`src/rtl/serial_pkg.sv`:
```
// Shared state encoding and default constants for the serial TX path.
package serial_pkg;

    typedef enum logic [1:0] {
        S_IDLE   = 2'd0,
        S_SHIFT  = 2'd1,
        S_PARITY = 2'd2,
        S_GAP    = 2'd3
    } state_t;

    localparam int   DEF_WIDTH      = 8;
    localparam int   DEF_GAP_BITS   = 1;
    localparam logic DEF_IDLE_LEVEL = 1'b0;

    // One counter serves both SHIFT and GAP, so size it for the larger load.
    function automatic int cnt_w(input int width, input int gap);
        int m;
        m = (gap > width) ? gap : width;
        return $clog2(m + 1);
    endfunction

endpackage

```
`src/rtl/serial_bit_counter.sv`:
```
// Loadable down-counter with terminal-count flag; saturates at zero.
module serial_bit_counter #(
    parameter int CW = 4
) (
    input  logic          i_clk,
    input  logic          i_rst_n,
    input  logic          i_load,
    input  logic [CW-1:0] i_load_val,
    input  logic          i_dec,
    output logic [CW-1:0] o_count,
    output logic          o_tc
);

    logic [CW-1:0] r_count;

    always_ff @(posedge i_clk or negedge i_rst_n) begin
        if (!i_rst_n) begin
            r_count <= '0;
        end else if (i_load) begin
            r_count <= i_load_val;
        end else if (i_dec && (r_count != '0)) begin
            r_count <= r_count - CW'(1);
        end
    end

    assign o_count = r_count;
    assign o_tc    = (r_count == '0);

endmodule

```
`src/rtl/serial_tx_shifter.sv`:
```
// Parallel-to-serial TX stage with idle gap between words.
// Define SERIAL_TX_PARITY_EN to append an even-parity bit to each frame.
module serial_tx_shifter
    import serial_pkg::*;
#(
    parameter int WIDTH      = DEF_WIDTH,
    parameter bit MSB_FIRST  = 1'b1,
    parameter int GAP_BITS   = DEF_GAP_BITS,
    parameter bit IDLE_LEVEL = DEF_IDLE_LEVEL
) (
    input  logic             clk,
    input  logic             reset,
    input  logic [WIDTH-1:0] data_in,
    input  logic             data_valid,
    output logic             data_ready,
    output logic             Dout,
    output logic             dout_valid,
    output logic             busy,
    output logic             frame_done
);

    localparam int            CW       = cnt_w(WIDTH, GAP_BITS);
    localparam bit            HAS_GAP  = (GAP_BITS > 0);
    localparam logic [CW-1:0] LD_SHIFT = CW'(WIDTH - 1);
    localparam logic [CW-1:0] LD_GAP   = CW'(HAS_GAP ? GAP_BITS - 1 : 0);

    state_t           r_state;
    logic [WIDTH-1:0] r_shift;
    logic             r_dout;
    logic             r_dout_valid;
    logic             r_frame_done;
`ifdef SERIAL_TX_PARITY_EN
    logic             r_par;
`endif

    logic             w_load;
    logic             w_dec;
    logic [CW-1:0]    w_ld_val;
    logic [CW-1:0]    w_cnt;
    logic             w_tc;
    logic             w_first_bit;
    logic             w_next_bit;
    logic [WIDTH-1:0] w_first_shift;
    logic [WIDTH-1:0] w_next_shift;

    assign w_first_bit   = MSB_FIRST ? data_in[WIDTH-1] : data_in[0];
    assign w_first_shift = MSB_FIRST ? (data_in << 1) : (data_in >> 1);
    assign w_next_bit    = MSB_FIRST ? r_shift[WIDTH-1] : r_shift[0];
    assign w_next_shift  = MSB_FIRST ? (r_shift << 1) : (r_shift >> 1);

    always_comb begin
        w_load   = 1'b0;
        w_dec    = 1'b0;
        w_ld_val = LD_SHIFT;
        case (r_state)
            S_IDLE: w_load = data_valid;
            S_SHIFT: begin
                w_dec = !w_tc;
`ifndef SERIAL_TX_PARITY_EN
                if (w_tc && HAS_GAP) begin
                    w_load   = 1'b1;
                    w_ld_val = LD_GAP;
                end
`endif
            end
`ifdef SERIAL_TX_PARITY_EN
            S_PARITY: begin
                if (HAS_GAP) begin
                    w_load   = 1'b1;
                    w_ld_val = LD_GAP;
                end
            end
`endif
            S_GAP: w_dec = !w_tc;
            default: ;
        endcase
    end

    serial_bit_counter #(.CW(CW)) u_cnt (
        .i_clk      (clk),
        .i_rst_n    (reset),
        .i_load     (w_load),
        .i_load_val (w_ld_val),
        .i_dec      (w_dec),
        .o_count    (w_cnt),
        .o_tc       (w_tc)
    );

    always_ff @(posedge clk or negedge reset) begin
        if (!reset) begin
            r_state      <= S_IDLE;
            r_shift      <= '0;
            r_dout       <= IDLE_LEVEL;
            r_dout_valid <= 1'b0;
            r_frame_done <= 1'b0;
`ifdef SERIAL_TX_PARITY_EN
            r_par        <= 1'b0;
`endif
        end else begin
            r_frame_done <= 1'b0;
            case (r_state)
                S_IDLE: begin
                    if (data_valid) begin
                        r_state      <= S_SHIFT;
                        r_shift      <= w_first_shift;
                        r_dout       <= w_first_bit;
                        r_dout_valid <= 1'b1;
`ifdef SERIAL_TX_PARITY_EN
                        r_par        <= ^data_in;
`endif
                    end
                end
                S_SHIFT: begin
                    if (!w_tc) begin
                        r_dout  <= w_next_bit;
                        r_shift <= w_next_shift;
`ifndef SERIAL_TX_PARITY_EN
                        r_frame_done <= (w_cnt == CW'(1));
`endif
                    end else begin
`ifdef SERIAL_TX_PARITY_EN
                        r_state      <= S_PARITY;
                        r_dout       <= r_par;
                        r_frame_done <= 1'b1;
`else
                        r_state      <= HAS_GAP ? S_GAP : S_IDLE;
                        r_dout       <= IDLE_LEVEL;
                        r_dout_valid <= 1'b0;
`endif
                    end
                end
`ifdef SERIAL_TX_PARITY_EN
                S_PARITY: begin
                    r_state      <= HAS_GAP ? S_GAP : S_IDLE;
                    r_dout       <= IDLE_LEVEL;
                    r_dout_valid <= 1'b0;
                end
`endif
                S_GAP: begin
                    if (w_tc) r_state <= S_IDLE;
                end
                default: begin
                    r_state      <= S_IDLE;
                    r_dout       <= IDLE_LEVEL;
                    r_dout_valid <= 1'b0;
                end
            endcase
        end
    end

    assign data_ready = (r_state == S_IDLE);
    assign busy       = (r_state != S_IDLE);
    assign Dout       = r_dout;
    assign dout_valid = r_dout_valid;
    assign frame_done = r_frame_done;

endmodule

```
`config.mk`:
```
export PLATFORM = sky130hd
export DESIGN_NAME = serial_tx_shifter
export DESIGN_NICKNAME = d
export VERILOG_FILES = /design/src/rtl/serial_pkg.sv /design/src/rtl/serial_bit_counter.sv /design/src/rtl/serial_tx_shifter.sv
export SDC_FILE = /design/constraint.sdc
export NUM_CORES = 1
export LEC_CHECK = 0
export ABC_AREA = 0
export BUFFER_PORTS_ARGS = -buffer_cell sky130_fd_sc_hd__clkbuf_2
export CAP_MARGIN = 15
export CORE_MARGIN = 1.5
export CORE_UTILIZATION = 50
export CTS_CLUSTER_SIZE = 14
export DETAILED_ROUTE_END_ITERATION = 6
export MAX_ROUTING_LAYER = met4
export PLACE_DENSITY = 0.7
export SLEW_MARGIN = 10
export SYNTH_ARGS = -nofsm -noshare
export SYNTH_HDL_FRONTEND = slang
export SYNTH_SLANG_ARGS = --single-unit
```
`constraint.sdc`:
```
create_clock -name clk -period 2.1 [get_ports clk]
set_input_delay 0.105 -clock clk [delete_from_list [all_inputs] [get_ports clk]]
set_output_delay 0.105 -clock clk [all_outputs]
set_load 0.01 [all_outputs]
```
======== Word level (Yosys, flattened, before mapping) ========
Index checks and enable logic that the tools add are counted.
word-level totals
  register bits ........................... 17
  input port bits ......................... 11
  output and inout bits ................... 5
  word-level logic and storage cells ...... 50
cells by class
  $add $sub $neg .......................... 1
  equal/unequal tests ..................... 7
  multiplexer cells ....................... 22
  bitwise logic cells ..................... 1
  reductions and logical operators ........ 13
operators with widths
  operator                                          count
  2-to-1 mux 8 bit                                  2
  case mux 8 bit (2 select lines)                   1
  AND reduction 3 bit                               3
  2-to-1 mux 1 bit                                  8
  2-to-1 mux 4 bit                                  2
  != test 2 bit, second input constant              4
  2-to-1 mux 2 bit                                  3
  2-to-1 mux 3 bit                                  2
  case mux 1 bit (3 select lines)                   2
  case mux 2 bit (3 select lines)                   1
  nonzero test 2 bit                                3
  == test 4 x 1 -> 1 bit, second input constant     1
  zero test 4 bit                                   1
  nonzero test 4 bit                                1
  subtractor 4 x 1 -> 4 bit, second input constant  1
  == test 2 x 1 -> 1 bit, second input constant     1
  == test 2 bit, second input constant              1
  zero test 2 bit                                   1
  case mux 1 bit (2 select lines)                   1
  AND reduction 2 bit                               1
  OR reduction 2 bit                                1
  logical AND 1 bit                                 1
  zero test 1 bit                                   1
  inverter 1 bit                                    1

======== Logic depth before layout (Yosys ltp) ========
  depth in word-level cells ............... 6
  depth in mapped cells ................... 5
  mapped depth without buffers ............ 5

======== By module ========
A second synthesis with hierarchy kept.
second synthesis, totals
  cells, all modules ...................... 81
  area total of the unflattened synthesis .. 945.9 um^2
modules (own cells, without submodules)
  module              instances  cells an instance  area an instance (um^2)  seq. area each (um^2)
  serial_tx_shifter   1          54                 675.6                    300.3
  serial_bit_counter  1          27                 270.3                    100.1

======== Worst setup path after synthesis ========
OpenSTA, ideal clock, no wires.
  kind .................................... register to register
  start point ............................. register u_cnt.r_count[0], in the netlist u_cnt.o_count[0]
  end point ............................... register r_shift[2]
  library setup time ...................... 0.125 ns
  data arrival time ....................... 1.587 ns
  data required time ...................... 1.975 ns
  path slack .............................. 0.389 ns
  stages on the path, launching flop included .. 6
  path buffers ............................ 0
  clock period less this slack ............ 1.711 ns
  path through ............................ dfrtp_1 > inv_1 > ha_1 > nor3b_4 > a211oi_4 > mux2_2
on the way
  longest elaborated chain between the ends .. 3
RTL lines
  item                                  line                      text
  from (decl)                           serial_bit_counter.sv:14  logic [CW-1:0] r_count;
  from (signal assigned)                serial_bit_counter.sv:20  r_count <= i_load_val;
  from (signal assigned)                serial_bit_counter.sv:22  r_count <= r_count - CW'(1);
  zero test 4 bit                       serial_bit_counter.sv:27  assign o_tc = (r_count == '0);
  != test 2 bit (no source line)        -
  AND reduction 3 bit (no source line)  -
  to (signal assigned)                  serial_tx_shifter.sv:105  r_shift <= w_first_shift;
  to (signal assigned)                  serial_tx_shifter.sv:116  r_shift <= w_next_shift;
  to (decl)                             serial_tx_shifter.sv:28   logic [WIDTH-1:0] r_shift;
No other way between the ends.
A chain may end at the register's enable or synchronous reset.

======== Final worst setup path ========
  start point ............................. register u_cnt.r_count[0], in the netlist u_cnt.o_count[0]
  end point ............................... register r_shift[4]
The elaborated chain is that of the path after synthesis.

==> impl_metrics.json <==
{
  "vias": 616,
  "fmax_mhz": 539,
  "ant_nets": 0,
  "final_cell_area_sq_um": 995,
  "grt_use_total_pct": 18.5,
  "clock-sinks": 16,
  "worst_slew_pin_slew_ps": 399,
  "port_buffers": 15,
  "placed_area_sq_um": 948,
  "rsz0062_at_grt": "false",
  "leakagePower_nw": 0.477,
  "grt_max_degree": 17,
  "reg2reg_depth": 5,
  "yosys_warnings": 0,
  "h-tree-depth": 1,
  "synth.distinct_cells": 26,
  "arrival_ps": 2030,
  "reg2reg_slack_ps": 250,
  "violations": "design-rule violations",
  "gp_congestion": 0.813,
  "die_area_sq_mm": 0.00196,
  "worstSetupPathType": "flop to flop",
  "drc": 2,
  "cts_buffers": 3,
  "top_usage_layer": "met2",
  "rows": 14,
  "cp_data_required_time_ps": 2280,
  "drv_slew": 0,
  "p_per_area_mw_per_mm2": 1530,
  "crit_fanout": 7,
  "core_sq_mm": 0.00156,
  "end_kind": "flop",
  "ys_seq_area_share_pct": 47.0,
  "overflow": 0,
  "hpwlAfterDp_mm": 1.07,
  "grt_pass1_vias": 588,
  "cts.clk_slew.worst_paths_ps": 100,
  "initial_core_util_pct": 54.7,
  "layout.nets": 109,
  "synth_seq_cells": 16,
  "met3_usage_pct": 3.67,
  "grt_pass1_wl_mm": 2.53,
  "period_minus_slack_ps": 1850,
  "dieHeight_um": 44.3,
  "wire_per_inst_um": 13.4,
  "min_from": "data_in[0]",
  "synth_fp_nets": 89,
  "tns_ps": 0,
  "area_growth_pct": 16.7,
  "min_to": "r_shift[1]",
  "vias_per_cell": 5.55,
  "setup_violations": 0,
  "relSlewSlack_pct": 73.4,
  "dr.pass1.iters": 7,
  "antenna_found_initial": 0,
  "ios": 16,
  "die_x_um": 44.3,
  "synthCells": 76,
  "drt_iter0_drc": 23,
  "diodes": 0,
  "root_buffer": "clkbuf_4",
  "avgSynthCellArea_sq_um": 11.2,
  "synth_area_sq_um": 852,
  "crit_path_start_kind": "flop",
  "worstReg2RegStart": "u_cnt.o_count[0]",
  "hold_violations": 0,
  "use_met2_pct": 27.9,
  "drive_gt1_share_pct": 41.1,
  "cts_tree": "yes",
  "clkLatencyLatePin_ps": 280,
  "clk_path_buf_depth": 2,
  "fillers": 122,
  "wl_mm": 1.48,
  "hold_depth": 3,
  "drv_cap": 0,
  "fin_worst_skew_ps": 6.31,
  "ir_drop_mv": 0.723,
  "status": "finished with violations",
  "r2r-end": "r_shift[4]",
  "fin_crit_sh_pct": 88.3,
  "use_met1_pct": 23.6,
  "min_path_type": "input port to flop"
}
[critical path: stages (launching register included)]
cell and delay [ps]:
dfrtp_1 430, inv_1 60, ha_1 260, nor3b_4 200
a211oi_4 420, mux2_2 380
[cells in the mapped netlist (all sizes together)]
| master | count | share of area (%) |
|---|---|---|
| a211oi | 1 | 2.3 |
| or3b | 1 | 1.0 |
| nor3b | 1 | 2.2 |
| or4b | 1 | 1.2 |
| mux2 | 13 | 17 |
| nand3 | 3 | 1.8 |
| dfrtp | 16 | 47 |
| nor4b | 1 | 1.0 |
| o221ai | 2 | 2.1 |
| a221o | 1 | 1.3 |
| nor2 | 6 | 2.6 |
| nor3 | 2 | 1.2 |
| o221a | 1 | 1.3 |
| ha | 2 | 2.9 |
| nor2b | 1 | 0.73 |
| nand2b | 1 | 0.73 |
| and3 | 1 | 0.73 |
| nand2 | 5 | 2.2 |
| o211ai | 1 | 0.88 |
| xnor2 | 1 | 1.0 |
| buf | 2 | 1.2 |
| a21oi | 2 | 1.2 |
| inv | 5 | 2.2 |
| o21ai | 4 | 2.3 |
| clkbuf | 1 | 0.44 |
| mux2i | 1 | 1.2 |
[routing by layer]
metal  vias to the layer above  wire length (um)
li1                        310                 -
met1                       289               753
met2                        15               658
met3                         2                53
met4                         0                18
met5                         -                 0
[how the worst max path moves through the flow]
stage,start,endpoint,slack [ps],depth (start not counted)
3_5_place_dp,u_cnt.o_count[0],r_shift[4],250,5
2_1_floorplan,u_cnt.o_count[0],r_shift[2],390,5
4_1_cts,u_cnt.o_count[0],r_shift[4],240,5
6_report,u_cnt.o_count[0],r_shift[4],250,5
3_3_place_gp,u_cnt.o_count[0],r_shift[5],280,5
5_1_grt,u_cnt.o_count[0],r_shift[7],170,5
[metrics by stage]
step / hold WS [ps] / total power [mW] / utilization, % / setup slack [ps] / cells
4_1_cts: 60.7 / 1.54 / 63.8 / 235 / 111
6_report: 64.2 / 1.52 / 63.8 / 246 / 111
3_5_place_dp: 53.1 / 1.34 / 60.8 / 249 / 106
5_1_grt: 80.6 / 1.66 / 63.8 / 166 / 111
3_3_place_gp: 41.6 / 1.32 / 60.8 / 281 / 106
2_1_floorplan: -191 / 1.17 / - / 389 / 76
[cells in the final DEF, fill, tap and decap left out]
cell           instances
a211oi_4               1
a21oi_1                2
a221o_2                1
and3_1                 1
buf_4                  2
clkbuf_2              15
clkbuf_4               3
clkbuf_8               1
dfrtp_1               16
dlygate4sd3_1          1
ha_1                   2
inv_1                  5
mux2_2                13
mux2i_1                1
nand2_1                5
nand2b_1               1
nand3_1                3
nor2_1                 6
nor2b_1                1
nor3_1                 2
nor3b_4                1
nor4b_1                1
o211ai_1               1
o21ai_0                4
o221a_2                1
o221ai_1               2
or3b_2                 1
or4b_1                 1
xnor2_1                1
[registers in the layout (all words and copies together) (netlist names)]
register,cells
Dout,1
r_shift,7
frame_done,1
dout_valid,1
u_cnt.o_count,4
r_state,2
[where the power goes]
| group | leakage (nW) | switching [mW] | internal [mW] |
|---|---|---|---|
| logic | 0.259 | 0.343 | 0.413 |
| clock network | 0.0210 | 0.0949 | 0.105 |
| registers | 0.197 | 0.115 | 0.452 |
| total | 0.477 | 0.553 | 0.970 |
[final cells by class]
| type | count | area (sq um) | share of cell area (%) |
|---|---|---|---|
| clock buffers | 4 | 36.3 | 3.65 |
| repair buffers | 18 | 100 | 10.1 |
| multi-input cells | 52 | 419 | 42.1 |
| flip-flops and latches | 16 | 400 | 40.3 |
| well taps | 16 | 20.0 | 2.01 |
| inverters | 5 | 18.8 | 1.89 |
[cell families (layout without fill, tap and decap cells)]
group | after synthesis | count (layout) | synth area share, %
buffers and inverters | 8 | 27 | 3.82
AOI/OAI and AO/OA | 12 | 12 | 11.5
adders and majority gates | 2 | 2 | 2.94
xor gates and xnor gates | 1 | 1 | 1.03
DFF | 16 | 16 | 47.0
muxes | 14 | 14 | 18.4
and+or+nand+nor | 23 | 23 | 15.4
[timing repair]
item,4_1_cts,5_1_grt
setup buffers,0,0
gates resized for setup,0,0
hold endpoints to repair,16,0
hold buffers,1,0
Power figures use the tool's default switching activity.
